**src/rtl/tri_st_popcnt_pipe.sv**
```systemverilog
// Two-stage pipelined population count (popcntb/popcntw/popcntd) with valid/ready, tag and flush.
// Optional macro TRI_POPCNT_PRTY_EN turns mode 11 into prtyw; otherwise mode 11 returns zero.
`timescale 1ns/1ps
module tri_st_popcnt_pipe #(
    parameter int WIDTH = 64,
    parameter int TAG_W = 6
) (
    input  logic             nclk,
    input  logic             rst_n,
    inout  wire              vdd,
    inout  wire              gnd,
    input  logic             i_val,
    output logic             i_rdy,
    input  logic [1:0]       i_mode,
    input  logic [0:WIDTH-1] i_data,
    input  logic [0:TAG_W-1] i_tag,
    input  logic             flush,
    output logic             o_val,
    input  logic             o_rdy,
    output logic [0:WIDTH-1] o_data,
    output logic [0:TAG_W-1] o_tag
);
    localparam int NB = WIDTH / 8;
    localparam int NW = WIDTH / 32;
    localparam int ND = WIDTH / 64;

    logic             s1_val_reg, s1_val_next;
    logic             o_val_reg, o_val_next;
    logic [1:0]       s1_mode_reg;
    logic [0:TAG_W-1] s1_tag_reg, o_tag_reg;
    logic [0:WIDTH-1] o_data_reg, res_next;
    logic             s2_adv, s1_adv, in_fire, s1_move;

    logic [0:4*NB-1]  cnt_flat;
    logic [0:6*NW-1]  wsum_flat;
    logic [0:7*ND-1]  dsum_flat;
`ifdef TRI_POPCNT_PRTY_EN
    logic [0:NB-1]    par_flat;
`endif

    // Power pins are present for the physical netlist only.
    logic unused_pwr;
    assign unused_pwr = vdd ^ gnd;

    assign s2_adv  = !o_val_reg | o_rdy;
    assign s1_adv  = !s1_val_reg | s2_adv;
    assign i_rdy   = s1_adv & !flush & rst_n;
    assign in_fire = i_val & i_rdy;
    assign s1_move = s2_adv & s1_val_reg & !flush;

    always_comb begin
        s1_val_next = s1_val_reg;
        o_val_next  = o_val_reg;
        if (flush) begin
            s1_val_next = 1'b0;
            o_val_next  = 1'b0;
        end else begin
            if (s1_adv) s1_val_next = i_val;
            if (s2_adv) o_val_next  = s1_val_reg;
        end
    end

    always_ff @(posedge nclk or negedge rst_n) begin
        if (!rst_n) begin
            s1_val_reg <= 1'b0;
            o_val_reg  <= 1'b0;
        end else begin
            s1_val_reg <= s1_val_next;
            o_val_reg  <= o_val_next;
        end
    end

    // Sideband and result registers only load when their stage takes a valid op.
    always_ff @(posedge nclk or negedge rst_n) begin
        if (!rst_n) begin
            s1_mode_reg <= 2'b00;
            s1_tag_reg  <= '0;
            o_data_reg  <= '0;
            o_tag_reg   <= '0;
        end else begin
            if (in_fire) begin
                s1_mode_reg <= i_mode;
                s1_tag_reg  <= i_tag;
            end
            if (s1_move) begin
                o_data_reg <= res_next;
                o_tag_reg  <= s1_tag_reg;
            end
        end
    end

    genvar gi;
    generate
        for (gi = 0; gi < NB; gi++) begin : g_byte
            logic [3:0] cnt_reg;
            always_ff @(posedge nclk or negedge rst_n) begin
                if (!rst_n)
                    cnt_reg <= '0;
                else if (in_fire)
                    cnt_reg <= 4'($countones(i_data[8*gi +: 8]));
            end
            assign cnt_flat[4*gi +: 4] = cnt_reg;
`ifdef TRI_POPCNT_PRTY_EN
            logic par_reg;
            always_ff @(posedge nclk or negedge rst_n) begin
                if (!rst_n)
                    par_reg <= 1'b0;
                else if (in_fire)
                    par_reg <= i_data[8*gi+7];
            end
            assign par_flat[gi] = par_reg;
`endif
        end

        for (gi = 0; gi < ND; gi++) begin : g_dword
            assign dsum_flat[7*gi +: 7] = 7'(wsum_flat[12*gi +: 6]) + 7'(wsum_flat[12*gi+6 +: 6]);
        end

        for (gi = 0; gi < NW; gi++) begin : g_word
            logic [5:0]  wsum;
            logic [31:0] w;
            assign wsum = 6'(cnt_flat[16*gi +: 4]) + 6'(cnt_flat[16*gi+4 +: 4])
                        + 6'(cnt_flat[16*gi+8 +: 4]) + 6'(cnt_flat[16*gi+12 +: 4]);
            assign wsum_flat[6*gi +: 6] = wsum;

            // The doubleword sum lands in the less significant (odd) word of each pair.
            always_comb begin
                w = '0;
                case (s1_mode_reg)
                    2'b00: w = {4'b0, cnt_flat[16*gi +: 4],   4'b0, cnt_flat[16*gi+4 +: 4],
                                4'b0, cnt_flat[16*gi+8 +: 4], 4'b0, cnt_flat[16*gi+12 +: 4]};
                    2'b01: w = {26'b0, wsum};
                    2'b10: if (gi % 2 == 1) w = {25'b0, dsum_flat[7*(gi/2) +: 7]};
                    default: begin
`ifdef TRI_POPCNT_PRTY_EN
                        w = {31'b0, ^par_flat[4*gi +: 4]};
`endif
                    end
                endcase
            end
            assign res_next[32*gi +: 32] = w;
        end
    endgenerate

    assign o_val  = o_val_reg;
    assign o_data = o_data_reg;
    assign o_tag  = o_tag_reg;
endmodule
```
**config.mk**
```make
export PLATFORM = sky130hd
export DESIGN_NAME = tri_st_popcnt_pipe
export DESIGN_NICKNAME = d
export VERILOG_FILES = /design/src/rtl/tri_st_popcnt_pipe.sv
export SDC_FILE = /design/constraint.sdc
export NUM_CORES = 1
export LEC_CHECK = 0
export ABC_CLOCK_PERIOD_IN_PS = 4600
export BUFFER_PORTS_ARGS = -buffer_cell sky130_fd_sc_hd__clkbuf_2
export CAP_MARGIN = 25
export CORE_ASPECT_RATIO = 0.75
export CORE_MARGIN = 8
export CORE_UTILIZATION = 54
export DETAILED_ROUTE_END_ITERATION = 12
export PLACE_DENSITY = 0.81
export SETUP_SLACK_MARGIN = 0.3
export SLEW_MARGIN = 20
export SYNTH_ARGS = -nofsm -noshare
export SYNTH_HDL_FRONTEND = slang
export SYNTH_SLANG_ARGS = --single-unit
export TNS_END_PERCENT = 50
```
**constraint.sdc**
```tcl
create_clock -name nclk -period 4.6 [get_ports nclk]
set_input_delay 0.46 -clock nclk [delete_from_list [all_inputs] [get_ports nclk]]
set_output_delay 0.46 -clock nclk [all_outputs]
set_load 0.01 [all_outputs]
```
==> results.cfg, run 1 <==
[global_routing]
track_usage_pct = 18.4
grt_overflow = 0
grt_pass1_wl_um = 21600
grt_max_degree = 72
antenna_found_initial = 0
grt_pass1_vias = 4593

[yosys]
syn_inst = 589
yosysSeqAreaShare_pct = 36.6
synth-warning-count = 0
synth_area_mm2 = 0.00581
yosysTopAreaCellShare_pct = 36.6
async_flop_share_pct = 100
synth.area.top_cells = dfrtp_1, fa_1, ha_1
yosysUniqueCellTypes = 41
avgSynthCellArea_um2 = 9.87
synth-edff-count = 0
ys_ff_latch = 85
synth.largest_area_cell = dfrtp_1
dominantRegCellSynth = dfrtp_1

[die]
die_w_um = 136
die_area_mm2 = 0.0144
die_y_um = 106
start_util_pct = 56.1
num_rows = 32
boundaryPins = 151
core_region_area_mm2 = 0.0104

[cells_and_area]
seqCellArea_mm2 = 0.00213
multi_input_comb_area_mm2 = 0.00308
nets = 875
n_antenna_cell = 0
largest_reg_flops = 37
fillers = 831
syn_to_final_growth_pct = 16.5
drive_gt1_share_pct = 23.2

[clocking]
cts_max_level = 3
cts_buffers = 9
cts_sinks = 85
insertion_delay_ps = 340
postCtsSetupRepairBufs = 0
clockBufferDepth = 2
cts_resized = 0
cts_tree = done
path_clk_slew_ps = 60
root_buffer = clkbuf_16
hold_buffers = 1

[sta]
fin_setup_tns_ps = 0
fin_crit_ps = 3600
worst_slew_pin_slew_ps = 887
relSlewSlack_pct = 40.9
rsz0062_at_grt = false
untimed_endpoints = 2
final-max-slew-violation-count = 0
clock_skew_ps = 5.38
setup_viol = 0
period_share_pct = 78.2
hold_violations = 0
fmax_mhz = 278
setup_ws_ps = 1000

[power]
p_per_area_mw_per_mm2 = 766
ir_drop_mv = 0.677
p_sw_uw = 2250
p_int_uw = 2940
leakagePower_uw = 0.00385
swShare_pct = 43.4
combPwrFrac_pct = 63.7
p_clk_share_pct = 14.6
p_seq_share_pct = 21.8

[critical_path]
crit_fanout = 4
crit_type = reg -> reg
arrival_ps = 3820
critPathRequiredTime_ps = 4820
endpoint_kind = flop
critPathLaunchType = flop

[placed_design]
gp_congestion = 0.896
dp_hpwl_um = 10300
pre_cts_ws_ps = 1060
io_buffer_count = 121

[route]
drt_pre_antenna_iters = 4
maxUsedRoutingLayer = met4
drtIter0Drc = 226
dr_wl_met3_um = 907
drc = 0
wl_per_cell_um = 15.0
wl_met2_um = 6390
vias = 4210
viasPerCell = 4.96
antenna_left = 0
wirelength_um = 12800
met1_length_um = 5320

[worst_hold_path]
hold_path.class = in -> reg

[run_status]
outcome = finished clean

[job]
drv_cap = 0
## metal layers
metal  up-vias  track usage, %
li1       2034               -
met1      2019            22.6
met2       138            31.1
met3        19            4.84
met4         0            5.14
met5         -               0
## final timing paths
path | from | depth (start not counted) | to | slack, ps
hold reg to reg | s1_tag_reg[5] | 2 | o_tag[5] | 470
hold / removal | i_mode[1] | 2 | s1_mode_reg[1] | 350
setup / recovery | g_byte[4].cnt_reg[1] | 13 | o_data[59] | 1000
min in group asynchronous | rst_n | 2 | o_tag[1] | 530
setup reg to reg | g_byte[4].cnt_reg[1] | 13 | o_data[59] | 1000
max in group asynchronous | rst_n | 3 | o_data[27] | 2930
## per-stage QoR
stage / utilization [%] / hold WS (ps) / std cells / area (um2) / power (uW)
after detailed placement: 62.1 / 326 / 831 / 6440 / 4370
after global placement: 62.1 / 320 / 831 / 6440 / 4200
after floorplan: - / 164 / 615 / 5910 / 3570
after CTS: 65.3 / 351 / 848 / 6770 / 5200
after global routing: 65.3 / 352 / 848 / 6770 / 5670
final: 65.3 / 354 / 848 / 6770 / 5190
## cell families after synthesis
family	after synthesis	share of synthesized area, %
AOI/OAI and AO/OA	65	7.04
xor gates and xnor gates	13	1.96
adders and majority gates	89	25.5
buffers and inverters	157	12.2
DFF	85	36.6
muxes	29	5.42
other	1	0.0645
and+or+nand+nor	150	11.3
## cells in the final DEF, fill, tap and decap left out, types with 20 or more instances in the layout
master / instances
inv_1: 111
ha_1: 40
nand2_1: 98
nand3_1: 26
clkbuf_2: 120
o21ai_0: 21
fa_1: 49
mux2_2: 20
conb_1: 27
dfrtp_1: 85
## worst max-delay path, stage by stage (launching register included)
cell and delay, ps:
dfrtp_1 380, inv_1 70, fa_1 520, fa_1 510, inv_1 40, ha_1 210, fa_1 410, xnor2_1 210
inv_1 70, ha_1 330, nand3_1 110, a21boi_0 260, nor4_1 100, a221o_1 260
## synthesized netlist by cell type (2+ instances only)
cell and number:
inv_1 111, nand2_1 98, dfrtp_1 85, fa_1 49, ha_1 40, buf_4 27, nand3_1 26, o21ai_0 21
mux2_2 20, a21o_1 13, a21oi_1 13, nor2_1 13, clkbuf_1 11, mux2i_1 9, xor2_1 9, buf_2 6
o31ai_1 4, xnor2_1 4, a211o_1 3, a31oi_1 3, a22o_1 2, and3b_1 2, nand2b_1 2
## power by group through the flow
| stage | logic, uW | clock network [uW] | registers, uW |
|---|---|---|---|
| after CTS | 3300 | 767 | 1130 |
| after global routing | 3710 | 804 | 1160 |
| after global placement | 3070 | 0 | 1130 |
| after detailed placement | 3230 | 0 | 1140 |
| final | 3310 | 755 | 1130 |
| after floorplan | 2440 | 0 | 1130 |
## final cells by class
type | count | area share, %
clock inverter | 4 | 0.794
multi-input combinational | 373 | 45.5
sequential | 85 | 31.4
tap | 136 | 2.51
clock buffer | 12 | 3.93
inverter | 111 | 6.15
timing repair buffer | 127 | 9.68
Note: power is estimated with default switching activity, not from simulation.
==> inputs of run 2 (changes only) <==
--- a/config.mk
+++ b/config.mk
@@ -5,7 +5,8 @@
 export SDC_FILE = /design/constraint.sdc
 export NUM_CORES = 1
 export LEC_CHECK = 0
-export ABC_CLOCK_PERIOD_IN_PS = 4600
+export ABC_AREA = 1
+export ABC_CLOCK_PERIOD_IN_PS = 3700
 export BUFFER_PORTS_ARGS = -buffer_cell sky130_fd_sc_hd__clkbuf_2
 export CAP_MARGIN = 25
 export CORE_ASPECT_RATIO = 0.75
==> constraint.sdc (replaced) <==
create_clock -name nclk -period 3.7 [get_ports nclk]
set_input_delay 0.37 -clock nclk [delete_from_list [all_inputs] [get_ports nclk]]
set_output_delay 0.37 -clock nclk [all_outputs]
set_load 0.01 [all_outputs]
==> run 2 against run 1 <==
Against the previous run: via count increased by 5.4%; sequential power increased by 19%; core utilization increased by 0.58 points; synthesized cell count increased by 8.7%; flip-flop and latch count unchanged; sequential share of layout area decreased by 0.28 points; global-route usage increased by 0.22 points; cell count increased by 6.0%; wire length increased by 4.2%; register-to-register slack got worse by 650 ps.
==> results.cfg, run 2 <==
[run_status]
outcome = finished clean

[die]
start_util_pct = 56.1
die_w_um = 136
die_area_mm2 = 0.0144
num_rows = 32
boundaryPins = 151
core_region_area_mm2 = 0.0104
die_y_um = 106

[placed_design]
gp_congestion = 0.859
dp_hpwl_um = 10400
placedCellCount = 879
placed_area_mm2 = 0.00639
pre_cts_ws_ps = 194
io_buffer_count = 121

[yosys]
async_flop_share_pct = 100
dominantRegCellSynth = dfrtp_1
yosysTopAreaCellShare_pct = 36.6
synth_area_mm2 = 0.00581
yosysUniqueCellTypes = 29
synth.area.top_cells = dfrtp_1, fa_1, nand2_1
ys_ff_latch = 85
yosysMostFrequentCell = nand2_1
avgSynthCellArea_um2 = 9.08
synth-edff-count = 0
synth-warning-count = 0
syn_inst = 640
yosysSeqAreaShare_pct = 36.6
synth_common_cells = nand2_1, inv_1, dfrtp_1
synth.largest_area_cell = dfrtp_1

[critical_path]
crit_fanout = 4
crit_buf_inv = 2
endpoint_kind = flop
cpMaxStageDelayCell = fa_1
cpLargestDelayFamily = adder cells
path_common_cell = nand2_1
crit_chain = inv_1 > fa_1 > fa_1 > inv_1 > ha_1 > fa_1 > xor2_2 > ha_4 > a21oi_2 > nand2_1 > nand2_2 > nand2_1 > o21ai_1 > nand2_1 > nand2_1
critPathMaxStageDelay_ps = 510
critPathLaunchType = flop
crit_type = reg -> reg
arrival_ps = 3630
critPathRequiredTime_ps = 3980
rrSetupSlack_ps = 350

[sta]
clock_skew_ps = 4.60
period_share_pct = 90.5
worst_slew_pin_slew_ps = 749
fmax_mhz = 299
untimed_endpoints = 2
fin_crit_ps = 3350
setup_ws_ps = 352
fin_setup_tns_ps = 0
final-max-slew-violation-count = 0
relSlewSlack_pct = 50.1
holdWs_ps = 231
setup_viol = 0
rsz0062_at_grt = true
hold_violations = 0

[route]
wl_per_cell_um = 14.8
drtIter0Drc = 212
antenna_left = 0
wirelength_um = 13300
drc = 0
viasPerCell = 4.93
vias = 4436
drt_pre_antenna_iters = 5

[cells_and_area]
nets = 926
layout_commonest_cell = nand2_1
drive_gt1_share_pct = 22.0
most-common-layout-cells = nand2_1, inv_1, clkbuf_2
syn_to_final_growth_pct = 17.5
fin_cells = 899
n_antenna_cell = 0
design_area_mm2 = 0.00683
largest_reg_flops = 37

[global_routing]
grt_pass1_wl_um = 21600
grt_pass1_vias = 4632
antenna_found_initial = 0
grt_max_degree = 82
track_usage_pct = 18.6
grt_overflow = 0

[clocking]
cts_max_level = 3
cts_tree = done
path_clk_slew_ps = 60
root_buffer = clkbuf_16
insertion_delay_ps = 340
cts_buffers = 9
cts_sinks = 85
clockBufferDepth = 2

[power]
p_per_area_mw_per_mm2 = 993
leakagePower_uw = 0.00377
ir_drop_mv = 0.961

[job]
drv_cap = 0

[worst_hold_path]
hold_path.class = in -> reg
==> run 2: worst paths after layout <==
check	start	to	cells past startpoint
setup / recovery	g_byte[5].cnt_reg[1]	o_data[59]	15
min in group asynchronous	rst_n	s1_tag_reg[0]	2
hold / removal	flush	s1_val_reg	2
max in group asynchronous	rst_n	o_data[4]	3
hold reg to reg	o_data[59]	o_data[59]	2
setup reg to reg	g_byte[5].cnt_reg[1]	o_data[59]	15
==> run 2: kinds of logic after synthesis <==
| group | Yosys count | synth area share (%) |
|---|---|---|
| buffers and inverters | 183 | 14.2 |
| and+or+nand+nor | 180 | 13.2 |
| AOI/OAI and AO/OA | 91 | 8.80 |
| adders and majority gates | 89 | 25.5 |
| DFF | 85 | 36.6 |
| xor gates and xnor gates | 11 | 1.66 |
| other | 1 | 0.0645 |
==> run 2: layout make-up <==
type,instances,area (um2)
clock buffers,10,239
clock inverters,6,86.3
fillers,824,3540
inverters,137,514
multi-input cells,398,3040
flip-flops and latches,85,2130
well taps,136,170
repair buffers,127,659
==> run 2: where the power goes <==
| group | leakage (uW) | switching, uW | total (uW) | internal, uW |
|---|---|---|---|---|
| clock network | 0.000158 | 364 | 971 | 608 |
| logic | 0.00251 | 2560 | 4480 | 1920 |
| registers | 0.00110 | 151 | 1340 | 1190 |
| total | 0.00377 | 3070 | 6790 | 3710 |
==> run 2: what timing repair did <==
| action | 4_1_cts | 5_1_grt |
|---|---|---|
| endpoints found under the setup margin | 4 | 4 |
| pin swaps | 1 | 9 |
| setup buffers | 0 | 3 |
| hold endpoints to repair | 4 | 0 |
| hold buffers | 1 | 0 |
| resized for setup | 3 | 15 |
==> run 2: through the flow <==
stage	util, %	total power (uW)
after detailed placement	61.7	4950
after CTS	65.1	6120
after floorplan	-	4070
after global routing	65.9	7290
final	65.9	6790
after global placement	61.7	4780
==> run 2: routing by layer <==
layer / global-route usage, % / part of all wire, % / up-vias
li1: - / - / 2144
met1: 23.6 / 43 / 2138
met2: 30.3 / 49 / 137
met3: 5.50 / 7.3 / 17
met4: 5.14 / 1.5 / 0
met5: 0 / 0 / -
